## src/rtl/hilo_mult_unit.sv

```systemverilog
// hilo_mult_unit: multi-cycle shift-add multiply/accumulate unit owning the HI/LO registers.
module hilo_mult_unit #(
   parameter int WIDTH = 32
) (
   input  logic             Clk,
   input  logic             Reset,
   input  logic             Start,
   input  logic [4:0]       ALUOp,
   input  logic [WIDTH-1:0] A,
   input  logic [WIDTH-1:0] B,
   input  logic             HiWrite,
   input  logic             LoWrite,
   output logic             Busy,
   output logic             Done,
   output logic [WIDTH-1:0] Result,
   output logic [WIDTH-1:0] HI,
   output logic [WIDTH-1:0] LO
);
   localparam logic [4:0] OP_MUL   = 5'd31;
   localparam logic [4:0] OP_MADD  = 5'd30;
   localparam logic [4:0] OP_MSUB  = 5'd29;
   localparam logic [4:0] OP_MULTU = 5'd26;
   localparam int CW = $clog2(WIDTH);
   typedef enum logic [1:0] {IDLE, MULT, FIX, DONE} state_t;
   state_t state_q, state_d;
   logic [CW-1:0] cnt_q, cnt_d;
   logic [2*WIDTH-1:0] prod_q, prod_d;
   logic [WIDTH-1:0] mcand_q, mcand_d, hi_q, hi_d, lo_q, lo_d, result_q, result_d;
   logic [4:0] op_q, op_d;
   logic sign_q, sign_d;
   logic idle, valid, sgn_op;
   logic [WIDTH:0] sum;
   logic [2*WIDTH-1:0] pfix, acc;
   assign idle   = (state_q == IDLE) || (state_q == DONE);
   assign valid  = (ALUOp == OP_MUL) || (ALUOp == OP_MADD) || (ALUOp == OP_MSUB) || (ALUOp == OP_MULTU);
   assign sgn_op = ALUOp != OP_MULTU;
   // Multiplier lives in the low half of prod and is consumed one bit per shift.
   assign sum  = {1'b0, prod_q[2*WIDTH-1:WIDTH]} + (prod_q[0] ? {1'b0, mcand_q} : '0);
   assign pfix = sign_q ? -prod_q : prod_q;
   assign acc  = {hi_q, lo_q};
   always_comb begin
      state_d  = state_q;
      cnt_d    = cnt_q;
      prod_d   = prod_q;
      mcand_d  = mcand_q;
      sign_d   = sign_q;
      op_d     = op_q;
      hi_d     = hi_q;
      lo_d     = lo_q;
      result_d = result_q;
      case (state_q)
         MULT: begin
            prod_d  = {sum, prod_q[WIDTH-1:1]};
            cnt_d   = cnt_q + 1'b1;
            state_d = (cnt_q == CW'(WIDTH - 1)) ? FIX : MULT;
         end
         FIX: begin
            state_d = DONE;
            case (op_q)
               OP_MUL:   result_d = pfix[WIDTH-1:0];
               OP_MULTU: begin
                  {hi_d, lo_d} = pfix;
                  result_d     = pfix[WIDTH-1:0];
               end
               OP_MADD:  {hi_d, lo_d} = acc + pfix;
               default:  {hi_d, lo_d} = acc - pfix;
            endcase
         end
         default: begin
            state_d = IDLE;
            if (HiWrite) hi_d = A;
            if (LoWrite) lo_d = A;
            if (Start && valid) begin
               state_d = MULT;
               cnt_d   = '0;
               op_d    = ALUOp;
               mcand_d = (sgn_op && A[WIDTH-1]) ? -A : A;
               prod_d  = {{WIDTH{1'b0}}, ((sgn_op && B[WIDTH-1]) ? -B : B)};
               sign_d  = sgn_op && (A[WIDTH-1] ^ B[WIDTH-1]);
            end
         end
      endcase
   end
   always_ff @(posedge Clk or posedge Reset) begin
      if (Reset) begin
         state_q  <= IDLE;
         cnt_q    <= '0;
         prod_q   <= '0;
         mcand_q  <= '0;
         sign_q   <= 1'b0;
         op_q     <= '0;
         hi_q     <= '0;
         lo_q     <= '0;
         result_q <= '0;
      end else begin
         state_q  <= state_d;
         cnt_q    <= cnt_d;
         prod_q   <= prod_d;
         mcand_q  <= mcand_d;
         sign_q   <= sign_d;
         op_q     <= op_d;
         hi_q     <= hi_d;
         lo_q     <= lo_d;
         result_q <= result_d;
      end
   end
   assign Busy   = (state_q == MULT) || (state_q == FIX);
   assign Done   = state_q == DONE;
   assign Result = result_q;
   assign HI     = hi_q;
   assign LO     = lo_q;
   wire unused_idle = idle;
endmodule

```

## config.mk

```make
export PLATFORM = sky130hd
export DESIGN_NAME = hilo_mult_unit
export DESIGN_NICKNAME = d
export VERILOG_FILES = /design/src/rtl/hilo_mult_unit.sv
export SDC_FILE = /design/constraint.sdc
export NUM_CORES = 1
export LEC_CHECK = 0
export CORE_UTILIZATION = 40
export DETAILED_ROUTE_END_ITERATION = 12
export PLACE_DENSITY_LB_ADDON = 0.05
export REMOVE_ABC_BUFFERS = 1
export SYNTH_ARGS = -nofsm -noshare
export SYNTH_HDL_FRONTEND = slang
export SYNTH_SLANG_ARGS = --single-unit
```

## constraint.sdc

```tcl
create_clock -name Clk -period 7.02 [get_ports Clk]
set_input_delay 0.702 -clock Clk [delete_from_list [all_inputs] [get_ports Clk]]
set_output_delay 0.702 -clock Clk [all_outputs]
set_load 0.02 [all_outputs]
```

==> results.json <==
{
  "status": "finished clean",
  "place_inst": 3667,
  "drt_iter0_drc": 2077,
  "switching_share": 0.504,
  "ir_worst_vdd_uv": 204,
  "rr_worst_depth": 19,
  "yosys_warnings": 0,
  "layout_commonest_cell": "nand2_1",
  "whs_ps": 470,
  "cp_cell_sequence": "nor4_4 > nand3_1 > or4_4 > nor3_1 > nand3_1 > o21ai_0 > xnor2_1 > ha_1 > nand4_1 > nor3_1 > nand3_1 > a211o_1 > o2111ai_1 > a21oi_1 > nor3_1 > o22ai_1 > xnor2_1 > a221oi_1 > a21oi_1",
  "finalMaxSlewViolations": 0,
  "via_per_inst": 6.06,
  "overflow": 0,
  "grt_max_degree": 112,
  "intPower_mw": 4.04,
  "p_switching_mw": 4.11,
  "hold_viol": 0,
  "coreArea_mm2": 0.0531,
  "cts_tree": "yes",
  "startpoint": "prod_q[4]",
  "cts_made_buffers": 28,
  "grt_pass1_vias": 21400,
  "gp_congestion": 0.996,
  "synth_top_flop_cell": "dfrtp_1",
  "routed_wl_um": 93300,
  "cts_setup_buffers": 0,
  "die_w_um": 235,
  "crit_end": "HI[30]",
  "cts_hold_buffers": 0,
  "fin_worst_skew_ps": 32.4,
  "yosysSeqAreaShare": 0.237,
  "worst-path-stages": 19,
  "period_needed_ps": 6490,
  "rr_startpoint": "prod_q[4]",
  "syn_inst": 2911,
  "cp_max_fo": 12,
  "clk_pin_slew_ps": 60,
  "path_class": "reg2reg",
  "drv_cap": 0,
  "grt_pass1_wl_um": 138000,
  "synth-seq-cells": 205,
  "rows": 84,
  "r2r_end": "HI[30]",
  "cts-root-buf": "clkbuf_16",
  "crit_family": "simple AND/OR/NAND/NOR gates",
  "worst_pin_slew_ps": 1200,
  "critPathBufInv": 0,
  "dp_hpwl_um": 72800,
  "cp-start-kind": "register",
  "wire_per_inst_um": 25.1,
  "die_area_mm2": 0.0551,
  "relSlewSlack": 0.187,
  "power.density_mw_per_mm2": 325,
  "setup.worst_path.end_class": "register",
  "netlist_area_mm2": 0.0217,
  "initial_core_util": 0.408,
  "rrSetupSlack_ps": 530,
  "cp_data_arrival_time_ps": 6970,
  "synth.distinct_cells": 83,
  "die_y_um": 235,
  "nets": 3272,
  "clkPwrFrac": 0.191,
  "detail-route-antenna-nets": 0,
  "max_freq_mhz": 154,
  "syn_area_per_cell_um2": 7.45,
  "synth_edf_count": 0,
  "p_total_mw": 8.15,
  "combPwrFrac": 0.617,
  "crit_required_ps": 7500,
  "ios": 172,
  "grt_util_all_layers": 0.329,
  "h-tree-depth": 1,
  "hp-class": "reg2reg",
  "mostFrequentLayoutCells": "323 x nand2_1, 292 x a21oi_1, 283 x o21ai_0",
  "setup_violations": 0,
  "antenna_found_initial": 0,
  "io_buffers": 171,
  "cts_sinks": 205,
  "first_pass_iters": 5,
  "clock_latency_ps": 620,
  "drc_errors": 0,
  "instances_no_fill": 3722,
  "num_vias": 22600,
  "period_share": 0.924,
  "drive_above_1_share": 0.0521,
  "slowest_stage": "or4_4",
  "area_growth_pct": 15.9,
  "max_stage_delay_ps": 620,
  "setup_tns_ps": 0,
  "async_flop_share": 1.00,
  "rsz0062_at_grt": "false",
  "seqPwrFrac": 0.192,
  "cts_buffer_depth": 3,
  "p_leak_nw": 10.8,
  "cts_resized": 0
}
[kinds of logic (layout without fill, tap and decap cells)]
logic type,count (synthesis),after routing,share of synthesized area
buf+inv,310,430,0.0545
fa+ha+maj,189,189,0.110
xor+xnor,242,242,0.0985
mux,20,20,0.00952
simple gates,951,951,0.209
flops,205,205,0.237
other cells,0,3,0
compound gates,994,994,0.282
[power groups by stage]
stage | registers [mW] | clock network (mW) | logic [mW]
4_1_cts | 1.56 | 1.59 | 4.91
5_1_grt | 1.59 | 1.64 | 5.44
2_1_floorplan | 1.57 | 0 | 3.28
6_report | 1.57 | 1.56 | 5.03
3_3_place_gp | 1.57 | 0 | 4.91
3_5_place_dp | 1.58 | 0 | 4.88
[Yosys cell counts, types with 17 or more instances]
| cell | number | area, um^2 |
|---|---|---|
| and2_1 | 43 | 269 |
| and3_1 | 22 | 138 |
| o21a_1 | 19 | 143 |
| o21bai_1 | 32 | 240 |
| nand2b_1 | 33 | 206 |
| xnor2_1 | 136 | 1190 |
| xor2_1 | 104 | 911 |
| nor2b_1 | 29 | 181 |
| inv_1 | 146 | 548 |
| a21o_1 | 36 | 270 |
| nor4_1 | 37 | 231 |
| a211oi_1 | 61 | 458 |
| nand4_1 | 22 | 138 |
| a21oi_1 | 292 | 1460 |
| clkbuf_1 | 145 | 544 |
| nand2_1 | 324 | 1220 |
| o21ai_0 | 285 | 1430 |
| nor3_1 | 68 | 340 |
| o21ai_1 | 17 | 85.1 |
| a31oi_1 | 37 | 231 |
| o31ai_1 | 54 | 405 |
| o211ai_1 | 22 | 165 |
| ha_1 | 186 | 2330 |
| dfrtp_1 | 205 | 5130 |
| nor2_1 | 241 | 905 |
| or3_1 | 27 | 169 |
| o41ai_1 | 20 | 175 |
| nand3_1 | 42 | 210 |
[layer usage]
| layer | share of wire | track usage |
|---|---|---|
| met1 | 0.46 | 0.468 |
| met2 | 0.42 | 0.493 |
| met3 | 0.083 | 0.0701 |
| met4 | 0.036 | 0.106 |
| met5 | 0 | 0 |
[flip-flops by register name, summed over array words and instances (netlist names)]
| name | count |
|---|---|
| HI | 32 |
| LO | 32 |
| Result | 32 |
| cnt_q | 5 |
| mcand_q | 32 |
| op_q | 5 |
| prod_q | 64 |
| sign_q | 1 |
| state_q | 2 |
[final cells by class]
type | instances | area, um^2
inverters | 148 | 563
well taps | 688 | 861
diodes | 3 | 7.51
fillers | 5338 | 28000
flip-flops and latches | 205 | 5130
clock inverters | 20 | 262
clock buffers | 32 | 716
multi-input cells | 2396 | 15400
repair buffers | 230 | 2150
[per-stage QoR]
stage               cell area [um^2]  utilization  setup slack (ps)
detailed placement             24100        0.455               615
global route                   25100        0.473              64.9
floorplan                      21100            -              11.8
finish                         25100        0.473               532
global placement               24100        0.455               714
CTS                            25100        0.473               559
[how the worst min path moves through the flow]
stage,startpoint,to,cells past startpoint
2_1_floorplan,op_q[4],op_q[4],1
3_5_place_dp,op_q[3],op_q[3],1
4_1_cts,op_q[3],op_q[3],1
5_1_grt,mcand_q[8],mcand_q[8],2
3_3_place_gp,op_q[3],op_q[3],1
6_report,op_q[3],op_q[3],1
(Power assumes the default switching activity.)
